### config.mk
export PLATFORM = sky130hd
export DESIGN_NAME = label_pack
export DESIGN_NICKNAME = d
export VERILOG_FILES = /design/src/rtl/cle_pkg.sv /design/src/rtl/bit_packer.sv /design/src/rtl/label_pack.sv
export SDC_FILE = /design/constraint.sdc
export NUM_CORES = 1
export LEC_CHECK = 0
export ABC_CLOCK_PERIOD_IN_PS = 2230
export BUFFER_PORTS_ARGS = -buffer_cell sky130_fd_sc_hd__clkbuf_2
export CORE_MARGIN = 2
export CORE_UTILIZATION = 40
export DETAILED_ROUTE_END_ITERATION = 12
export PLACE_DENSITY = 0.6
export SLEW_MARGIN = 5
export SYNTH_ARGS = -nofsm -noshare
export SYNTH_HDL_FRONTEND = slang
export SYNTH_SLANG_ARGS = --single-unit
export TNS_END_PERCENT = 30
### constraint.sdc
create_clock -name clk -period 2.23 [get_ports clk]
set_clock_uncertainty 0.1 [all_clocks]
set_input_delay 0.223 -clock clk [delete_from_list [all_inputs] [get_ports clk]]
set_output_delay 0.223 -clock clk [all_outputs]
set_load 0.005 [all_outputs]
### src/rtl/cle_pkg.sv
// Shared constants and FSM encoding for the label-map bitmap packer.
// Holds the default image size, bytes per image, pixels per packed byte
// and the controller state type.
package cle_pkg;

  // 32x32 raster label map, one label per SRAM word
  localparam int unsigned IMG_PIXELS    = 1024;
  localparam int unsigned PIX_PER_BYTE  = 8;
  localparam int unsigned BYTES_PER_IMG = 128;
  localparam int unsigned PIX_IDX_W     = $clog2(PIX_PER_BYTE);

  // READ counter: 8 address cycles plus one drain cycle
  localparam int unsigned READ_CNT_W    = 4;

  typedef enum logic [1:0] {
    ST_IDLE = 2'd0,
    ST_READ = 2'd1,
    ST_EMIT = 2'd2,
    ST_DONE = 2'd3
  } state_t;

endpackage

### src/rtl/bit_packer.sv
// MSB-first serial-to-parallel packer for one bitmap byte.
// Ports:
//   clk, reset  - clock, synchronous active-low reset
//   clear       - restart a byte (drops partial contents and pixel count)
//   shift       - accept pix_in as the next pixel
//   pix_in      - pixel bit
//   data        - packed byte; the first pixel shifted in ends up in the MSB
//   last_c      - high while the next shift completes the byte
module bit_packer
  import cle_pkg::*;
(
  input  logic                    clk,
  input  logic                    reset,
  input  logic                    clear,
  input  logic                    shift,
  input  logic                    pix_in,
  output logic [PIX_PER_BYTE-1:0] data,
  output logic                    last_c
);

  logic [PIX_IDX_W-1:0] count;

  // Shift register and pixel counter
  always_ff @(posedge clk) begin
    if (!reset) begin
      data  <= '0;
      count <= '0;
    end else if (clear) begin
      data  <= '0;
      count <= '0;
    end else if (shift) begin
      data  <= {data[PIX_PER_BYTE-2:0], pix_in};
      count <= count + 1'b1;
    end
  end

  assign last_c = (count == PIX_IDX_W'(PIX_PER_BYTE - 1));

endmodule

### src/rtl/label_pack.sv
// Label-map to binary bitmap packer.
// Scans a row-major label map in SRAM, tests every word against a selected
// label (or any nonzero label), and emits the result as MSB-first packed
// bytes over a valid/ready handshake, counting matched pixels.
// Ports:
//   clk, reset           - clock, synchronous active-low reset
//   start, label_sel     - launch one pass (IDLE only) with the label to find
//   sram_q               - SRAM read data, one cycle after sram_a
//   sram_a, sram_wen     - SRAM address / write enable (never written)
//   out_data, out_addr   - packed byte and its byte index
//   out_valid, out_ready - output handshake
//   pix_count            - matched-pixel total for the current/last pass
//   busy, done           - pass in progress / one-cycle completion pulse
module label_pack #(
  parameter  int unsigned IMG_PIXELS = 1024,
  parameter  int unsigned LABEL_W    = 8,
  localparam int unsigned ADDR_W     = $clog2(IMG_PIXELS),
  localparam int unsigned BYTE_W     = cle_pkg::PIX_PER_BYTE,
  localparam int unsigned NUM_BYTES  = IMG_PIXELS / cle_pkg::PIX_PER_BYTE,
  localparam int unsigned IDX_W      = $clog2(NUM_BYTES),
  localparam int unsigned CNT_W      = $clog2(IMG_PIXELS) + 1
) (
  input  logic               clk,
  input  logic               reset,
  input  logic               start,
  input  logic [LABEL_W-1:0] label_sel,
  input  logic [LABEL_W-1:0] sram_q,
  output logic [ADDR_W-1:0]  sram_a,
  output logic               sram_wen,
  output logic [BYTE_W-1:0]  out_data,
  output logic [IDX_W-1:0]   out_addr,
  output logic               out_valid,
  input  logic               out_ready,
  output logic [CNT_W-1:0]   pix_count,
  output logic               busy,
  output logic               done
);

  import cle_pkg::*;

  localparam logic [IDX_W-1:0] LAST_BYTE = IDX_W'(NUM_BYTES - 1);

  state_t                  state;
  logic [LABEL_W-1:0]      sel_q;
  logic [IDX_W-1:0]        byte_idx;
  logic [IDX_W-1:0]        next_idx;
  logic [READ_CNT_W-1:0]   rd_cnt;
  logic                    hit_c;
  logic                    shift_c;
  logic                    clear_c;
  logic                    accept_c;
  logic                    start_c;
  logic [BYTE_W-1:0]       pk_data;
  logic                    pk_last_c;

  // Pixel match: label 0 selects every labelled (nonzero) pixel
  assign hit_c    = (sel_q == '0) ? (sram_q != '0) : (sram_q == sel_q);

  // Word for address 8n+k arrives on READ cycle k+1, so cycle 0 has no data
  assign shift_c  = (state == ST_READ) && (rd_cnt != '0);
  assign start_c  = (state == ST_IDLE) && start;
  assign accept_c = (state == ST_EMIT) && out_valid && out_ready;
  assign clear_c  = start_c || (accept_c && (byte_idx != LAST_BYTE));
  assign next_idx = byte_idx + 1'b1;

  bit_packer u_packer (
    .clk    (clk),
    .reset  (reset),
    .clear  (clear_c),
    .shift  (shift_c),
    .pix_in (hit_c),
    .data   (pk_data),
    .last_c (pk_last_c)
  );

  // Pass controller with registered SRAM address and output handshake
  always_ff @(posedge clk) begin
    if (!reset) begin
      state     <= ST_IDLE;
      sel_q     <= '0;
      byte_idx  <= '0;
      rd_cnt    <= '0;
      sram_a    <= '0;
      sram_wen  <= 1'b0;
      out_data  <= '0;
      out_addr  <= '0;
      out_valid <= 1'b0;
      pix_count <= '0;
      busy      <= 1'b0;
      done      <= 1'b0;
    end else begin
      sram_wen <= 1'b0;
      done     <= 1'b0;
      unique case (state)
        ST_IDLE: begin
          if (start) begin
            state     <= ST_READ;
            sel_q     <= label_sel;
            byte_idx  <= '0;
            rd_cnt    <= '0;
            sram_a    <= '0;
            pix_count <= '0;
            busy      <= 1'b1;
          end
        end

        ST_READ: begin
          if (shift_c && hit_c) begin
            pix_count <= pix_count + 1'b1;
          end
          // Addresses 8n..8n+7 on cycles 0..7; held through the drain cycle
          if (rd_cnt < READ_CNT_W'(PIX_PER_BYTE - 1)) begin
            sram_a <= sram_a + 1'b1;
          end
          rd_cnt <= rd_cnt + 1'b1;
          if (shift_c && pk_last_c) begin
            state <= ST_EMIT;
          end
        end

        ST_EMIT: begin
          if (!out_valid) begin
            // First EMIT cycle latches the completed byte
            out_valid <= 1'b1;
            out_data  <= pk_data;
            out_addr  <= byte_idx;
          end else if (out_ready) begin
            out_valid <= 1'b0;
            if (byte_idx == LAST_BYTE) begin
              state <= ST_DONE;
              done  <= 1'b1;
              busy  <= 1'b0;
            end else begin
              state    <= ST_READ;
              byte_idx <= next_idx;
              rd_cnt   <= '0;
              sram_a   <= ADDR_W'({next_idx, 3'b000});
            end
          end
        end

        ST_DONE: begin
          state <= ST_IDLE;
        end

        default: begin
          state <= ST_IDLE;
        end
      endcase
    end
  end

endmodule

Word-level counts from Yosys, hierarchy flattened
Index checks and enable logic that the tools add are counted.
{"block": "classes", "n_addsub": 5, "order_cmp": 1, "n_eq_ne": 15, "muxes": 34, "bitwise": 2, "reduce_logical": 25}
{"cell": "$mux W10", "count": 5}
{"cell": "$pmux W10 S3", "count": 1}
{"cell": "$mux W7", "count": 4}
{"cell": "$mux W11", "count": 2}
{"cell": "$pmux W11 S2", "count": 1}
{"cell": "$mux W4", "count": 4}
{"cell": "$reduce_and A5 Y1", "count": 3}
{"cell": "$pmux W7 S2", "count": 1}
{"cell": "$pmux W4 S3", "count": 1}
{"cell": "$add A11 B1 Y11 const B", "count": 1}
{"cell": "$add A10 B1 Y10 const B", "count": 1}
{"cell": "$mux W2", "count": 5}
{"cell": "$eq A8 B8 Y1", "count": 1}
{"cell": "$logic_not A8 Y1", "count": 1}
{"cell": "$mux W1", "count": 8}
{"cell": "$ne A2 B1 Y1 const B", "count": 4}
{"cell": "$ne A2 B2 Y1 const B", "count": 4}
{"cell": "$pmux W2 S4", "count": 1}
{"cell": "$reduce_and A4 Y1", "count": 2}
{"cell": "$reduce_bool A8 Y1", "count": 1}
{"cell": "$add A7 B1 Y7 const B", "count": 1}
{"cell": "$eq A7 B7 Y1 const B", "count": 1}
{"cell": "$logic_and A1 B1 Y1", "count": 7}
{"cell": "$ne A7 B7 Y1 const B", "count": 1}
{"cell": "17 further kinds", "count": 21}
{"block": "totals", "regBits": 71, "in_bits": 20}

Depth between registers and ports, before layout
Gate-level depths: netlist of run 1.
{"block": "depth", "ltp_word": 6, "mapped_depth": 8, "depth_no_buf": 7}

By module
Synthesis of run 1 repeated with hierarchy kept, for this count alone.
{"block": "unflattened", "cells_unflattened": 417, "hier_area_um2": 3470.8}
{"mod": "label_pack", "instances": 1, "cells_each": 379, "area_per_inst_um2": 3052.9, "seq_area_each_um2": 1201.2}
{"mod": "bit_packer", "instances": 1, "cells_each": 38, "area_per_inst_um2": 417.9, "seq_area_each_um2": 220.2}

Least setup slack after synthesis of run 1
OpenSTA, ideal clock, no wires.
{"block": "synth_timing", "kind": "register to register", "startpoint": "register state[0]", "endpoint": "register sram_a[2]", "setup_ns": 0.070, "t_arrival_ns": 1.792, "required_time_ns": 2.060, "setup_slack_ns": 0.268, "stages_incl_launch_ff": 8, "n_path_buf": 0, "period_less_slack_ns": 1.962, "cell_sequence": "dfxtp_1 > inv_1 > ha_1 > nor2b_4 > nor3_4 > nand3_2 > or4_1 > a21oi_1"}
{"block": "synth_between", "elab_chain_cells": 3, "word_cells_on_any_way": 11, "cone_classes": "eq/ne: 7; mux: 1; reduce/logical: 3"}
{"item": "start, declared", "line_no": "label_pack.sv:43", "rtl": "state_t state;"}
{"item": "start signal, assigned", "line_no": "label_pack.sv:79", "rtl": "state <= ST_IDLE;"}
{"item": "start signal, assigned", "line_no": "label_pack.sv:97", "rtl": "state <= ST_READ;"}
{"item": "start signal, assigned", "line_no": "label_pack.sv:117", "rtl": "state <= ST_EMIT;"}
{"item": "$eq A2 B2 Y1 (tied with other cells)", "line_no": "label_pack.sv:94", "rtl": "unique case (state)"}
{"item": "$ne A2 B2 Y1 (no line) (tied with other cells)"}
{"item": "$reduce_and A6 Y1 (no line)"}
{"item": "end signal, assigned", "line_no": "label_pack.sv:113", "rtl": "sram_a <= sram_a + 1'b1;"}
{"item": "end signal, assigned", "line_no": "label_pack.sv:137", "rtl": "sram_a <= ADDR_W'({next_idx, 3'b000});"}
{"item": "end, declared", "line_no": "label_pack.sv:28", "rtl": "output logic [ADDR_W-1:0] sram_a,"}
Parallel ways exist; a longest one is shown, timed or not.
A chain may end at the register's enable or synchronous reset.

Worst setup path after layout of run 1
{"block": "layout_timing", "startpoint": "register rd_cnt[0]", "endpoint": "register pix_count[3]"}
{"block": "layout_between", "elab_chain_cells": 5}
{"item": "start, declared", "line_no": "label_pack.sv:47", "rtl": "logic [READ_CNT_W-1:0] rd_cnt;"}
{"item": "start signal, assigned", "line_no": "label_pack.sv:115", "rtl": "rd_cnt <= rd_cnt + 1'b1;"}
{"item": "$reduce_bool A4 Y1", "line_no": "label_pack.sv:60", "rtl": "assign shift_c = (state == ST_READ) && (rd_cnt != '0);"}
{"item": "$logic_and A1 B1 Y1", "line_no": "label_pack.sv:60"}
{"item": "$logic_and A1 B1 Y1", "line_no": "label_pack.sv:108", "rtl": "if (shift_c && hit_c) begin"}
{"item": "$ne A2 B1 Y1 (no line)"}
{"item": "$reduce_and A3 Y1 (no line)"}
{"item": "end signal, assigned", "line_no": "label_pack.sv:109", "rtl": "pix_count <= pix_count + 1'b1;"}
{"item": "end, declared", "line_no": "label_pack.sv:34", "rtl": "output logic [CNT_W-1:0] pix_count,"}
No other way between the ends.

==> impl_metrics.py, run 1 <==
metrics = {
    "cts": {
        "clock_latency_ns": 0.35,
        "clockBufferDepth": 2,
        "cts_tree": "done",
        "cts_setup_buffers": 0,
        "clock-sinks": 71,
        "cts_buffers": 9,
        "htree_levels": 3,
        "cts.clk_slew.worst_paths_ns": 0.07,
        "cts_root_buffer": "clkbuf_8",
    },
    "drt": {
        "drtAntennaViolNets": 0,
        "drcViolationCount": 0,
        "drtIter0Drc": 130,
        "drt_wl_total_um": 9020,
        "vias": 3427,
        "drt-pass1-iter-count": 5,
        "wl_per_cell_um": 14.2,
        "routed_via_density": 5.40,
    },
    "logic_synthesis": {
        "synth.avg_cell_area_um2": 8.06,
        "ys_async_sr_fraction_pct": 0,
        "yosysSeqAreaShare_pct": 38.7,
        "synth_nets": 487,
        "synth_area_leaders": "dfxtp_1 39%, nand2_1 9.7%, a21oi_1 7.2%",
        "yosysTopAreaCell": "dfxtp_1",
        "synth_most_common_cell": "nand2_1",
        "synth_top_area_share_pct": 38.7,
        "ys_warn_count": 0,
        "synth-adder-area-share_pct": 3.74,
        "synth_xor_area_share_pct": 4.29,
        "ys.flop_type": "dfxtp_1",
        "synth_cell_type_count": 65,
        "synthesis.area_um2": 3680,
        "synth_edf_count": 0,
        "syn_inst": 456,
        "synthMuxAreaShare_pct": 0.579,
        "synth_top_family_by_area": "simple AND/OR/NAND/NOR gates",
        "synth_compound_area_share_pct": 21.5,
        "yosys_register_bits": 71,
        "synthSimpleGateAreaFrac_pct": 27.2,
        "synth_common_cells": "95 x nand2_1, 71 x dfxtp_1, 53 x a21oi_1",
    },
    "setup_path": {
        "setup.worst_path.class": "reg2reg",
        "crit_fanout": 11,
        "cp-end-kind": "flop",
        "cpPeakStageDelay_ns": 0.39,
        "crit_slowest_cell": "or3b_1",
        "start_kind": "flop",
        "path_buf_inv": 2,
        "cp_top_family": "simple AND/OR/NAND/NOR gates",
        "arrival_ns": 2.29,
        "path_cells": "inv_1, ha_1, or3b_1, and2_1, o21ai_2, buf_4, o31ai_1, a31o_2",
        "cp_data_required_time_ns": 2.38,
    },
    "sta": {
        "min_period_ns": 2.14,
        "setup_violations": 0,
        "tns_ns": 0,
        "final_max_slew_viol_count": 0,
        "fmax_ghz": 0.467,
        "rsz0062_at_grt": "no",
        "fin_crit_sh_pct": 96.0,
        "postLayoutSetupSlackWorst_ns": 0.0903,
        "hold_viol": 0,
        "slew_headroom_pct": 58.8,
        "worst_slew_pin_slew_ns": 0.618,
    },
    "worst_hold_path": {
        "hold_path_class": "in2reg",
    },
    "outcome": {
        "status": "finished clean",
    },
    "finish": {
        "fin_nets": 553,
        "drive_gt1_share_pct": 21.8,
        "stdcell_count": 635,
        "diodes": 0,
        "fill_cells": 907,
        "area_delta_synth_final_pct": 20.0,
    },
    "global_route": {
        "antenna_found_initial": 0,
        "grt_max_degree": 26,
        "grt_pass1_wl_um": 15200,
        "grt_pass1_vias": 3188,
        "track_usage_pct": 18.7,
        "grt_use_met2_pct": 29.3,
        "grt_busiest_layer": "met2",
        "grt.met3_usage_pct": 5.29,
        "met1_usage_pct": 25.3,
        "grt_overflow": 0,
    },
    "place": {
        "post-place-ws_ns": 0.0490,
        "place.gp.congestion": 0.780,
        "port_buffers": 58,
        "place_inst": 612,
        "dpl.hpwl_um": 6430,
    },
    "die": {
        "rows": 34,
        "core_area_um2": 8810,
        "die_h_um": 99.9,
        "ios": 60,
        "die_w_um": 99.9,
        "die-area_um2": 9970,
        "start_util_pct": 41.7,
    },
    "power": {
        "p_leak_nw": 1.72,
        "ir_worst_vdd_v": 0.000389,
        "power_density_nw_per_um2": 844,
    },
    "run": {
        "cap_violations": 0,
    },
}
area by class of cell:
class                   count  area (µm²)  share of cell area, %
repair buffers             79         478                   10.8
clock inverters             6        68.8                   1.56
well taps                 108         135                   3.06
clock buffers              10         138                   3.12
flip-flops and latches     71        1420                   32.2
multi-input cells         353        2140                   48.5
inverters                   8        30.0                  0.681
placed cells by master (no fill, tap or decap), types with 4 or more instances in the layout:
master	Yosys	routed
inv_1	7	7
a21o_1	5	5
nand2_1	95	95
nor3_1	6	6
ha_1	11	9
nand2b_1	4	4
nand4_1	4	4
nor4_1	6	6
nor2_1	16	16
a21oi_1	53	52
and2_1	8	8
xor2_1	10	10
a31o_2	6	6
dlygate4sd3_1	0	7
dfxtp_1	71	71
buf_4	3	13
o21a_1	4	4
o31ai_1	4	4
o21ai_0	18	18
nand3_1	30	30
clkbuf_8	0	10
or3_1	5	4
xnor2_1	8	8
o32ai_1	4	4
clkbuf_2	0	58
worst register-to-register path: cells and delay by family, from the launching register on:
family / cells / cell delay [ns]
simple gates: 2 / 0.63
compound gates: 3 / 0.53
flops: 1 / 0.34
buf+inv: 2 / 0.29
fa+ha+maj: 1 / 0.14
worst paths after layout:
path	startpoint	endpoint	slack, ns	depth (start not counted)
worst min-delay path	label_sel[5]	sel_q[5]	0.03	3
worst max-delay path	rd_cnt[0]	pix_count[3]	0.09	8
worst min register to register	out_addr[2]	out_addr[2]	0.36	2
worst max register to register	rd_cnt[0]	pix_count[3]	0.09	8
per-stage QoR:
| step | power (mW) | utilization, % | hold WS [ns] | cell area, µm² |
|---|---|---|---|---|
| 2_1_floorplan | 2.29 | - | 0.259 | 3680 |
| 3_3_place_gp | 2.64 | 46.6 | 0.341 | 4100 |
| 3_5_place_dp | 2.64 | 46.6 | 0.347 | 4100 |
| 4_1_cts | 3.74 | 49.7 | 0.00776 | 4380 |
| 5_1_grt | 3.97 | 50.1 | 0.0370 | 4410 |
| 6_report | 3.72 | 50.1 | 0.0333 | 4410 |
power by group:
group	internal [mW]	switching, mW
Sequential	1.33	0.0674
Clock	0.553	0.514
Combinational	0.469	0.788
Total	2.35	1.37
sequential cells by signal, indices dropped and copies added, names as in the netlist, 4 cells and up:
register,cells
byte_idx,7
out_addr,7
out_data,8
pix_count,11
rd_cnt,4
sel_q,8
sram_a,10
u_packer.data,8
kinds of logic after synthesis:
kind of cell,count (synthesis)
AND/OR/NAND/NOR,199
AO/OA/AOI/OAI,122
flip-flops,71
buffers and inverters,32
XOR/XNOR,18
adder cells (fa/ha/maj),11
multiplexers,2
other,1
routing by layer:
layer	share of wire (%)	vias up
met5	0	-
met4	1.1	0
met3	4.2	10
met2	45	79
met1	49	1571
li1	-	1767
repair_timing:
action	4_1_cts	5_1_grt
hold buffers	7	0
hold endpoints to repair	7	0
resized for setup	0	6
endpoints found under the setup margin	0	15
Note: power is estimated with default switching activity, not from simulation.
==> run 2, diff against run 1 <==
PLACE_DENSITY = not set   (was 0.6)
PLACE_DENSITY_LB_ADDON = 0.3   (was not set)
==> impl_metrics.py, run 2 (synthesis results as in run 1) <==
metrics = {
    "drt": {
        "drt-pass1-iter-count": 5,
        "routed_via_density": 5.47,
        "drtIter0Drc": 182,
        "drcViolationCount": 0,
        "drtAntennaViolNets": 0,
        "drt_wl_total_um": 9170,
        "wl_per_cell_um": 14.5,
        "vias": 3465,
    },
    "die": {
        "die-area_um2": 9970,
        "die_h_um": 99.9,
        "start_util_pct": 41.7,
        "die_w_um": 99.9,
        "rows": 34,
        "core_area_um2": 8810,
        "ios": 60,
    },
    "power": {
        "comb_power_share_pct": 32.6,
        "ir_worst_vdd_v": 0.000387,
        "p_leak_nw": 1.71,
        "power_frac_seq_pct": 37.7,
        "p_sw_mw": 1.38,
        "swShare_pct": 37.2,
        "intPower_mw": 2.33,
        "clkPwrFrac_pct": 29.7,
        "power_density_nw_per_um2": 850,
    },
    "global_route": {
        "antenna_found_initial": 0,
        "grt_max_degree": 27,
        "grt_busiest_layer": "met2",
        "grt.met3_usage_pct": 4.74,
        "grt_pass1_vias": 3205,
        "met1_usage_pct": 26.2,
        "track_usage_pct": 18.9,
        "grt_use_met2_pct": 28.8,
        "grt_pass1_wl_um": 15300,
        "grt_overflow": 0,
    },
    "setup_path": {
        "cp-endpoint": "pix_count[5]",
        "cp.depth": 8,
        "critPathLaunch": "rd_cnt[0]",
        "r2r_start": "rd_cnt[0]",
        "path_cells": "inv_1, ha_1, or3b_1, and2_1, o21ai_2, buf_4, o32ai_1, a31o_2",
        "rrSetupSlack_ns": 0.11,
        "crit_slowest_cell": "or3b_1",
        "cp-end-kind": "flop",
        "start_kind": "flop",
        "cpPeakStageDelay_ns": 0.40,
        "setup.worst_path.class": "reg2reg",
        "crit_fanout": 8,
        "rr_worst_depth": 8,
        "timing.rr.end": "pix_count[5]",
        "cp_data_required_time_ns": 2.37,
        "path_buf_inv": 2,
        "arrival_ns": 2.26,
        "cp_top_family": "simple AND/OR/NAND/NOR gates",
    },
    "finish": {
        "largest_reg_flops": 11,
        "largestRegisters": "pix_count (11), sram_a (10)",
        "final_cell_mix": "95 x nand2_1, 70 x dfxtp_1, 58 x clkbuf_2",
        "diodes": 0,
        "area_delta_synth_final_pct": 19.0,
        "stdcell_count": 633,
        "final_cell_area_um2": 4370,
        "drive_gt1_share_pct": 21.5,
        "fin_nets": 551,
        "top_register": "pix_count",
        "fill_cells": 861,
        "final_common_cell": "nand2_1",
    },
    "sta": {
        "min_period_ns": 2.12,
        "final_max_slew_viol_count": 0,
        "rsz0062_at_grt": "yes",
        "fin_crit_sh_pct": 95.1,
        "hold_viol": 0,
        "worst_slew_pin_slew_ns": 0.623,
        "setup_violations": 0,
        "slew_headroom_pct": 58.5,
        "fmax_ghz": 0.472,
    },
    "place": {
        "dpl.hpwl_um": 6550,
        "place_inst": 611,
        "place.gp.congestion": 0.832,
        "port_buffers": 58,
        "place_area_um2": 4080,
    },
    "cts": {
        "cts_setup_buffers": 0,
        "clock_latency_ns": 0.35,
        "cts_root_buffer": "clkbuf_8",
        "clock-sinks": 71,
        "cts.clk_slew.worst_paths_ns": 0.09,
        "clockBufferDepth": 2,
        "htree_levels": 3,
        "cts_tree": "done",
        "cts_buffers": 9,
    },
    "worst_hold_path": {
        "hold_path_class": "in2reg",
    },
    "run": {
        "cap_violations": 0,
    },
    "outcome": {
        "status": "finished clean",
    },
}
==> run 2: cell types whose count changed in the layout (fill, tap and decap cells not counted), sizes merged <==
cell and delta:
dlygate4sd3 -1, clkbuf +1, inv +1, clkinv -2, buf -1
==> run 2: area by class of cell <==
cell class                 instances  area [µm²]  share of cell area [%]
timing repair buffer              77         448                    10.2
multi-input combinational        353        2120                    48.5
clock buffer                      11         151                    3.46
clock inverter                     5        63.8                    1.46
sequential                        71        1420                    32.5
inverter                           8        30.0                   0.686
tap                              108         135                    3.09
==> run 2: worst reg2reg max path, cell delays in order (launching register included) <==
cell and delay (ns):
dfxtp_1 0.34, inv_1 0.08, ha_1 0.15, or3b_1 0.40, and2_1 0.23, o21ai_2 0.15
buf_4 0.23, o32ai_1 0.10, a31o_2 0.24
==> run 2: worst min path at each step <==
stage	startpoint	end	slack [ns]	depth (start not counted)
floorplan	label_sel[0]	sel_q[0]	0.26	2
global placement	u_packer.data[7]	out_data[7]	0.34	2
detailed placement	out_data[2]	out_data[2]	0.35	2
CTS	label_sel[2]	sel_q[2]	0.0004	3
global route	label_sel[2]	sel_q[2]	0.007	3
finish	label_sel[2]	sel_q[2]	0.01	3
==> run 2: power by group through the flow <==
stage	logic (mW)	clock network, mW	registers [mW]
CTS	1.19	1.13	1.40
global placement	1.16	0	1.42
floorplan	0.874	0	1.41
finish	1.21	1.11	1.40
global route	1.34	1.19	1.41
detailed placement	1.18	0	1.43
==> run 2: stage by stage <==
step                total power, mW  TNS, ns  utilization (%)  hold WS, ns  worst slack (ns)
finish                         3.72        0             49.7       0.0126             0.109
global route                   3.94  -0.0506             49.7      0.00707           -0.0227
CTS                            3.72        0             49.5     0.000356           0.00836
detailed placement             2.61        0             46.4        0.348            0.0382
global placement               2.58        0             46.4        0.342            0.0915
floorplan                      2.29        0                -        0.259             0.268
==> run 2: routing by layer <==
| metal | wire, µm | vias to the layer above |
|---|---|---|
| met4 | 76 | 0 |
| met2 | 4090 | 90 |
| met1 | 4520 | 1602 |
| met5 | 0 | - |
| met3 | 477 | 7 |
| li1 | - | 1766 |
==> run 2: repair_timing <==
| action | CTS | global route |
|---|---|---|
| setup endpoints to repair | 0 | 33 |
| gates resized for setup | 0 | 4 |
| hold buffers | 6 | 0 |
| hold endpoints to repair | 6 | 0 |
